[src/rtl/ser_pkg.sv]
// rtl/ser_pkg.sv - shared widths, state encoding and start-index helper for mux_serializer
package ser_pkg;

  localparam int WORD_W = 8;
  localparam int SEL_W  = 3;

  typedef enum logic {
    IDLE = 1'b0,
    SEND = 1'b1
  } ser_state_t;

  function automatic logic [SEL_W-1:0] start_idx(input logic msb_first);
    return msb_first ? 3'd7 : 3'd0;
  endfunction

endpackage

[src/rtl/mux_serializer.sv]
// rtl/mux_serializer.sv - word-to-bit sequencer driving an external 8:1 mux
// Holds the word on mux_in, steps mux_sel and forwards mux_out as the serial bit.
module mux_serializer
  import ser_pkg::*;
#(
  parameter bit MSB_FIRST = 1'b0
) (
  input  logic              clk,
  input  logic              rst,
  input  logic              in_valid,
  output logic              in_ready,
  input  logic [WORD_W-1:0] in_data,
  input  logic              flush,
  output logic [WORD_W-1:0] mux_in,
  output logic [SEL_W-1:0]  mux_sel,
  input  logic              mux_out,
  output logic              ser_valid,
  input  logic              ser_ready,
  output logic              ser_data,
  output logic              ser_last,
  output logic              busy
);

  localparam logic [SEL_W-1:0] START = start_idx(MSB_FIRST);

  ser_state_t        state;
  logic [WORD_W-1:0] word_q;
  logic [SEL_W-1:0]  sel_q;
  logic [SEL_W-1:0]  cnt_q;
  logic              accept;
  logic              beat;

  assign ser_valid = (state == SEND);
  assign busy      = (state == SEND);
  assign ser_last  = (state == SEND) && (cnt_q == 3'd7);
  assign ser_data  = mux_out;
  assign mux_in    = word_q;
  assign mux_sel   = sel_q;

  // Reloading on the last beat keeps back-to-back words free of bubbles.
  assign in_ready = !flush && ((state == IDLE) || (ser_last && ser_ready));
  assign accept   = in_valid && in_ready;
  assign beat     = ser_valid && ser_ready;

  always_ff @(posedge clk or posedge rst) begin
    if (rst) begin
      state  <= IDLE;
      word_q <= '0;
      sel_q  <= START;
      cnt_q  <= '0;
    end else if (flush) begin
      state <= IDLE;
      sel_q <= START;
      cnt_q <= '0;
    end else begin
      case (state)
        IDLE: begin
          if (accept) begin
            word_q <= in_data;
            sel_q  <= START;
            cnt_q  <= '0;
            state  <= SEND;
          end
        end
        SEND: begin
          if (beat) begin
            if (cnt_q == 3'd7) begin
              if (accept) begin
                word_q <= in_data;
                sel_q  <= START;
                cnt_q  <= '0;
              end else begin
                state <= IDLE;
                sel_q <= START;
              end
            end else begin
              cnt_q <= cnt_q + 3'd1;
              sel_q <= MSB_FIRST ? (sel_q - 3'd1) : (sel_q + 3'd1);
            end
          end
        end
        default: state <= IDLE;
      endcase
    end
  end

endmodule

[config.mk]
export PLATFORM = sky130hd
export DESIGN_NAME = mux_serializer
export DESIGN_NICKNAME = d
export VERILOG_FILES = /design/src/rtl/ser_pkg.sv /design/src/rtl/mux_serializer.sv
export SDC_FILE = /design/constraint.sdc
export NUM_CORES = 1
export LEC_CHECK = 0
export ABC_AREA = 1
export CAP_MARGIN = 25
export CELL_PAD_IN_SITES_DETAIL_PLACEMENT = 1
export CELL_PAD_IN_SITES_GLOBAL_PLACEMENT = 2
export CORE_UTILIZATION = 25
export CTS_CLUSTER_DIAMETER = 100
export DETAILED_ROUTE_END_ITERATION = 8
export PLACE_DENSITY = 0.85
export SLEW_MARGIN = 20
export SYNTH_ARGS = -nofsm -noshare
export SYNTH_HDL_FRONTEND = slang
export SYNTH_SLANG_ARGS = --single-unit
[constraint.sdc]
create_clock -name clk -period 4.2 [get_ports clk]
set_input_delay 0.84 -clock clk [delete_from_list [all_inputs] [get_ports clk]]
set_output_delay 0.84 -clock clk [all_outputs]
set_load 0.005 [all_outputs]
==> impl_results.rst, run 1 <==
.. list-table::
   :header-rows: 1

   * - Metric
     - Value
   * - Final routed DRC violation total
     - 2
   * - Total number of cells along the worst setup path
     - 6
   * - Combinational family with the most area after synthesis
     - simple AND/OR/NAND/NOR gates
   * - Crit. End Element
     - output pin
   * - Final hold vios
     - 0
   * - Endpoint of the worst setup timing path
     - in_ready
   * - Detailed-route via count
     - 673
   * - XOR/XNOR Fraction of Synth Area
     - 0.0117
   * - Max Freq
     - 0.314 GHz
   * - Highest fanout seen on the critical path
     - 9
   * - H-tree lvl count
     - 1
   * - Type of the tightest min-delay check
     - register to register
   * - End of the worst register-to-register path
     - mux_sel[0]
   * - Synth warnings
     - 0
   * - Average detailed-routed wire length per instance
     - approximately 12 µm
   * - Average instance area after synthesis
     - around 8.4 µm²
   * - Async SR Flop Fraction
     - 1.00
   * - Post-Synth Adder-Cell Area
     - 0.0500
   * - Routed Antenna Nets
     - 0
   * - Element type at the critical path start
     - input port
   * - Net switching power of the design
     - slightly below 100 µW
   * - Type of the worst setup path
     - input port to output pin
   * - Cell accounting for the most synthesized area
     - dfrtp_1
   * - Routed WL
     - around 1800 µm
   * - Setup Buffers After CTS
     - 0
   * - Clock transition at the register clock pins on the worst setup and hold paths after CTS
     - about 0.09 ns
   * - Number of violations of the max-capacitance limit
     - 0
   * - Multiplexer area fraction after synthesis
     - 0
   * - DRC marker count from the first detailed-route iteration
     - 21
   * - Clock network power share
     - 0.231
   * - TritonCTS buffer count
     - 3
   * - Worst path most repeated cell
     - clkdlybuf4s50_1
   * - Initial antenna violation count
     - 0
   * - Chip Width
     - between 50 and 60 µm
   * - CORE AREA
     - about 2800 µm²
   * - Die area
     - roughly 3200 µm²
   * - Final cell count without fillers
     - around 150
   * - Synthesized net count
     - between 100 and 150
   * - Post-route setup TNS
     - 0 ns
   * - Run status
     - finished, violations left
   * - Peak VDD IR
     - between 0.1 and 0.15 mV
   * - Grt ovf
     - 0
   * - Hpwl dp
     - around 1400 µm
   * - Share of post-route cells with drive strength above 1
     - 0.0776
   * - Cell count after placement
     - ~140
   * - Worst path slowest cell
     - clkdlybuf4s50_1
   * - Cell with the most instances after synthesis
     - nand2_1
   * - Latest clock arrival within the worst-skew pair
     - roughly 0.28 ns
   * - Period utilization
     - 0.757
   * - Slew HR
     - 0.614
   * - Resized Gates After CTS
     - 0
   * - Setup slack of the worst register-to-register path
     - approximately 2.5 ns
   * - Clock tree from TritonCTS
     - built
   * - Summed instance area of the synthesized netlist
     - 751 µm²
   * - CP Cell Sequence
     - clkdlybuf4s50_1, inv_1, nand2_2, nand2_1, nor2_4, clkdlybuf4s50_1
   * - Total of flip-flops plus latches after synthesis
     - 15
   * - 1st-pass router iterations
     - 5
   * - Worst setup path startpoint
     - ser_ready
   * - Vias in the first global route
     - slightly below 700
   * - Sequential fraction of design power
     - 0.504
   * - Number of setup violations in the final report
     - 0
   * - Share of the synthesized area in the top cell type
     - 0.500
   * - Fraction of the mapped netlist area in simple logic gates
     - 0.263
   * - Max Root-Sink Buffers
     - 2
   * - Main synth FF type
     - dfrtp_1
   * - Internal Pwr Total
     - 254 µW
   * - Pwr Density
     - 333 nW/µm²
   * - Clock tree root driver cell
     - clkbuf_4
   * - Yosys cell types
     - 18
   * - Slew at the pin with the worst max-slew slack
     - around 0.58 ns
   * - Failing checks
     - design-rule violations
   * - Number of nets in the finished design
     - approximately 130
   * - RSZ-0062 raised after global routing
     - no
   * - Maximum number of pins on one net before global-route repair
     - 16
   * - Wire length of the first global-routing pass
     - slightly above 3000 µm
   * - Number of rows in the core area
     - 19
   * - Sequential-to-total area share from yosys stat
     - 0.500
   * - LEAKAGE
     - between 0.5 and 0.6 nW
   * - Post-synth top cells
     - nand2_1, dfrtp_1, inv_1, nand3_1, o21ai_0
   * - Sw frac
     - 0.277
   * - Gate Count Post-Synth
     - 89
   * - Fraction of power consumed by combinational cells
     - 0.266
   * - Worst path arrival time
     - between 2 and 2.5 ns
   * - Clock Skew
     - 0.000676 ns
   * - Die H
     - between 50 and 60 µm
   * - Initial standard-cell utilization of the core
     - 0.268
   * - Crit path largest cell delay
     - approximately 0.54 ns
   * - Synth top area cells
     - dfrtp_1, nand2_1, nand3_1
   * - Critical path's top delay family
     - buffers and inverters
   * - Final-report max-slew violation count
     - 0
   * - IO Count
     - 30
   * - P&R area growth vs syn
     - 40.7%
   * - Final GP Congestion
     - around 0.73
   * - Crit Reg-Reg Startpoint
     - cnt_q[0]
   * - Hold-fix buffers, CTS
     - 0
   * - Share of the synthesized area in compound gates (AO/OA/AOI/OAI)
     - 0.0733
   * - Min cycle time layout
     - roughly 3.2 ns
   * - IO Port Bufs
     - 27
   * - R2R depth
     - 9
   * - Total inserted antenna cells
     - 0
   * - Post-detailed-route via-to-cell ratio
     - 4.58
   * - Buffer and inverter count on the worst path
     - 3
   * - Clock net sink count
     - 15
   * - Required arrival time at the worst endpoint
     - 3.36 ns
   * - Global routing usage summed across all routing layers
     - 0.124
   * - Number of synthesized flops with an enable pin
     - 0
## per-stage QoR
stage	utilization	hold slack [ns]	instance area (µm²)	power, mW	worst slack [ns]
after floorplan	-	0.443	751	0.218	2.14
after global placement	0.367	0.461	1030	0.273	1.04
after detailed placement	0.367	0.469	1030	0.275	1.02
after CTS	0.376	0.494	1060	0.361	1.01
after global routing	0.376	0.516	1060	0.378	0.932
final	0.376	0.486	1060	0.351	1.02
## final cells by class
class | instances | area [µm²]
fill | 345 | 1750
sequential | 15 | 375
multi-input combinational | 58 | 299
timing repair buffer | 27 | 270
inverter | 12 | 45.0
tap | 31 | 38.8
clock buffer | 3 | 22.5
clock inverter | 1 | 5.00
## per-layer routing
metal  global-route usage  wire length (µm)
met3               0.0507               162
met4               0.0314                11
met1                0.146               785
met5                    0                 0
met2                0.209               836
## worst min-delay path by stage
| stage | slack, ns | endpoint | depth (start not counted) | startpoint |
|---|---|---|---|---|
| floorplan | 0.44 | cnt_q[0] | 1 | cnt_q[0] |
| global placement | 0.46 | mux_in[2] | 2 | mux_in[2] |
| detailed placement | 0.47 | mux_in[2] | 2 | mux_in[2] |
| CTS | 0.49 | mux_in[2] | 2 | mux_in[2] |
| global route | 0.52 | mux_in[4] | 2 | mux_in[4] |
| finish | 0.49 | mux_in[2] | 2 | mux_in[2] |
## cell usage in the layout (no fill, tap or decap)
cell / instances
inv_2: 1
clkinv_2: 1
ha_1: 3
dfrtp_1: 15
nand2_1: 27
o21ai_0: 7
nand4_1: 1
nand4_2: 1
nand2_2: 2
xnor2_1: 1
nand3_1: 10
clkbuf_4: 3
inv_1: 11
clkdlybuf4s50_1: 27
nor2_4: 1
a21oi_1: 3
o21ai_1: 1
nor2_1: 1
## cell families after synthesis
kind of cell | Yosys count
simple gates | 43
buf+inv | 16
flops | 15
compound gates | 11
fa+ha+maj | 3
xor+xnor | 1
## flip-flops by register name (all words and copies together) (netlist names)
register / flops
mux_sel: 3
cnt_q: 3
mux_in: 8
busy: 1
## worst register-to-register path, cell delays in order (launching register included)
cell	delay [ns]
dfrtp_1	0.38
ha_1	0.15
ha_1	0.16
inv_1	0.07
nand2_2	0.12
nand4_2	0.28
nand2_1	0.17
nand2_1	0.10
nand2_1	0.06
o21ai_0	0.09
## power groups by stage
stage | clock network [mW] | registers (mW) | logic (mW)
finish | 0.0810 | 0.177 | 0.0934
global route | 0.0936 | 0.180 | 0.104
CTS | 0.0880 | 0.177 | 0.0958
detailed placement | 0 | 0.180 | 0.0950
global placement | 0 | 0.179 | 0.0936
floorplan | 0 | 0.180 | 0.0380
No activity file was read; power rests on OpenSTA's default activity.
==> run 2: changes to the inputs <==
--- a/config.mk
+++ b/config.mk
@@ -9,10 +9,10 @@
 export CAP_MARGIN = 25
 export CELL_PAD_IN_SITES_DETAIL_PLACEMENT = 1
 export CELL_PAD_IN_SITES_GLOBAL_PLACEMENT = 2
-export CORE_UTILIZATION = 25
+export CORE_UTILIZATION = 21
 export CTS_CLUSTER_DIAMETER = 100
 export DETAILED_ROUTE_END_ITERATION = 8
-export PLACE_DENSITY = 0.85
+export PLACE_DENSITY = 0.77
 export SLEW_MARGIN = 20
 export SYNTH_ARGS = -nofsm -noshare
 export SYNTH_HDL_FRONTEND = slang
==> constraint.sdc (replaced) <==
create_clock -name clk -period 2.9 [get_ports clk]
set_input_delay 0.58 -clock clk [delete_from_list [all_inputs] [get_ports clk]]
set_output_delay 0.58 -clock clk [all_outputs]
set_load 0.005 [all_outputs]
==> impl_results.rst, run 2 (synthesized netlist as in run 1, its figures left out) <==
.. list-table::
   :header-rows: 1

   * - Metric
     - Value
   * - Run status
     - completed
   * - Final setup slack of the worst path
     - 0.388 ns (-0.631 ns)
   * - Final GP Congestion
     - 0.689 (-5.4%)
   * - CORE AREA
     - 3390 µm² (+21%)
   * - Max Freq
     - approximately 0.4 GHz
   * - Routed Antenna Nets
     - 0 (unchanged)
   * - Worst setup path startpoint
     - ser_ready
   * - Number of violations of the max-capacitance limit
     - 0 (unchanged)
   * - Type of the tightest min-delay check
     - register to register
   * - DRC marker count from the first detailed-route iteration
     - 19 (-9.5%)
   * - Clock net sink count
     - 15 (unchanged)
   * - Slew HR
     - 0.614 (+0.000893)
   * - Highest fanout seen on the critical path
     - 6 (-3)
   * - Total inserted antenna cells
     - 0 (unchanged)
   * - TritonCTS buffer count
     - 3 (unchanged)
   * - RSZ-0062 raised after global routing
     - no
   * - Share of post-route cells with drive strength above 1
     - 0.0769 (-0.000663)
   * - Highest-count cells in the layout ignoring fill and taps
     - nand2_1, clkdlybuf4s50_1, dfrtp_1
   * - Number of nets in the finished design
     - 135 (+0.75%)
   * - Final-report max-slew violation count
     - 0 (unchanged)
   * - Hold-fix buffers, CTS
     - 0 (unchanged)
   * - Global routing usage summed across all routing layers
     - 0.116 (-0.00806)
   * - Wire length of the first global-routing pass
     - 3200 µm (+4.0%)
   * - Latest clock arrival within the worst-skew pair
     - 0.28 ns (about the same)
   * - Post-detailed-route via-to-cell ratio
     - 4.15 (-9.4%)
   * - Period utilization
     - 0.866
   * - Initial standard-cell utilization of the core
     - 0.221 (-0.0461)
   * - Clock tree from TritonCTS
     - built
   * - Filler cell count
     - 407 (+18%)
   * - Chip Width
     - 61.8 µm (+8.8%)
   * - Vias in the first global route
     - 719 (+3.6%)
   * - Largest register FFs
     - 8 (unchanged)
   * - Hpwl dp
     - 1440 µm (+0.95%)
   * - Type of the worst setup path
     - input port to output pin
   * - Post-route setup TNS
     - 0 ns (unchanged)
   * - Crit Reg-Reg Startpoint
     - cnt_q[0]
   * - Die H
     - 61.8 µm (+8.8%)
   * - Initial antenna violation count
     - 0 (unchanged)
   * - Routed WL
     - 1840 µm (+2.4%)
   * - Fin util
     - 0.319 (-0.0575)
   * - Number of setup violations in the final report
     - 0 (unchanged)
   * - Grt ovf
     - 0 (unchanged)
   * - Detailed-route via count
     - 676 (+0.45%)
   * - Worst path arrival time
     - 1.93 ns (-0.41 ns)
   * - Crit path largest cell delay
     - 0.50 ns (-0.04 ns)
   * - Power after layout
     - 508 µW (+45%)
   * - IO Count
     - 30 (unchanged)
   * - Setup slack at placement
     - 0.382 ns (-0.637 ns)
   * - H-tree lvl count
     - 1 (unchanged)
   * - Max Root-Sink Buffers
     - 2 (unchanged)
   * - Setup Buffers After CTS
     - 0 (unchanged)
   * - Min cycle time layout
     - approximately 2.5 ns
   * - Final routed DRC violation total
     - 0 (-2)
   * - P&R area growth vs syn
     - 44.0%
   * - Crit. End Element
     - output pin
   * - Resized Gates After CTS
     - 0 (unchanged)
   * - 1st-pass router iterations
     - 4 (-1)
   * - Buffer and inverter count on the worst path
     - 3 (unchanged)
   * - Worst path most repeated cell
     - clkdlybuf4s50_1
   * - LEAKAGE
     - 0.543 nW (+0.44%)
   * - Slew at the pin with the worst max-slew slack
     - 0.578 ns (-0.00134 ns)
   * - Critical hold path startpoint
     - cnt_q[0]
   * - Pwr Density
     - 470 nW/µm² (+41%)
   * - Peak VDD IR
     - 0.156 mV (+11%)
   * - Worst path slowest cell
     - clkdlybuf4s50_1
   * - Clock tree root driver cell
     - clkbuf_4
   * - Maximum number of pins on one net before global-route repair
     - 16 (unchanged)
   * - Average detailed-routed wire length per instance
     - 11.3 µm (-7.7%)
   * - Element type at the critical path start
     - input port
   * - IO Port Bufs
     - 27 (unchanged)
   * - Clock transition at the register clock pins on the worst setup and hold paths after CTS
     - 0.08 ns (about the same)
   * - Critical path's top delay family
     - buffers and inverters
   * - Number of rows in the core area
     - 21 (+2)
   * - Die area
     - 3820 µm² (+18%)
   * - Clock Skew
     - 0.00634 ns (+0.00566 ns)
   * - Final hold vios
     - 0 (unchanged)
   * - Required arrival time at the worst endpoint
     - 2.32 ns (-1.04 ns)
   * - CP Cell Sequence
     - clkdlybuf4s50_1, inv_1, nand2_2, nand2_1, nor2_4, clkdlybuf4s50_1
run 2: cell count changes in the layout (fill, tap and decap cells not counted), sizes merged:
cell and delta:
buf +1, clkbuf +1, clkinv -1
run 2: cell type report:
cell class	count	area, µm²	share of cell area
Clock buffer	4	26.3	0.0243
Inverter	12	45.0	0.0417
Multi-Input combinational cell	58	299	0.277
Sequential cell	15	375	0.347
Tap cell	46	57.6	0.0532
Timing Repair Buffer	28	278	0.257
run 2: metrics by stage:
step	hold slack [ns]	cells	instance area (µm²)
2_1_floorplan	0.443	89	751
5_1_grt	0.521	163	1080
6_report	0.487	163	1080
4_1_cts	0.493	163	1080
3_3_place_gp	0.458	159	1050
3_5_place_dp	0.468	159	1050
run 2: routing by layer:
layer,share of wire,track usage,vias up
li1,-,-,337
met1,0.44,0.136,319
met2,0.50,0.195,18
met3,0.057,0.0331,2
met4,0.0092,0.0571,0
met5,0,0,-
run 2: worst paths after layout:
check                                  end  slack (ns)  depth (start not counted)
worst min-delay path              cnt_q[0]        0.49                          1
max in group asynchronous        mux_in[7]        1.85                          2
worst max register to register  mux_sel[1]        1.21                          9
worst max-delay path              in_ready        0.39                          6
worst min register to register    cnt_q[0]        0.49                          1
min in group asynchronous       mux_sel[0]        0.66                          2
run 2: where the power goes:
group          leakage (nW)  total [mW]  switching [mW]  internal, mW
clock network        0.0150       0.115          0.0617        0.0533
registers             0.193       0.256          0.0189         0.237
logic                 0.335       0.137          0.0564        0.0806
total                 0.543       0.508           0.137         0.371
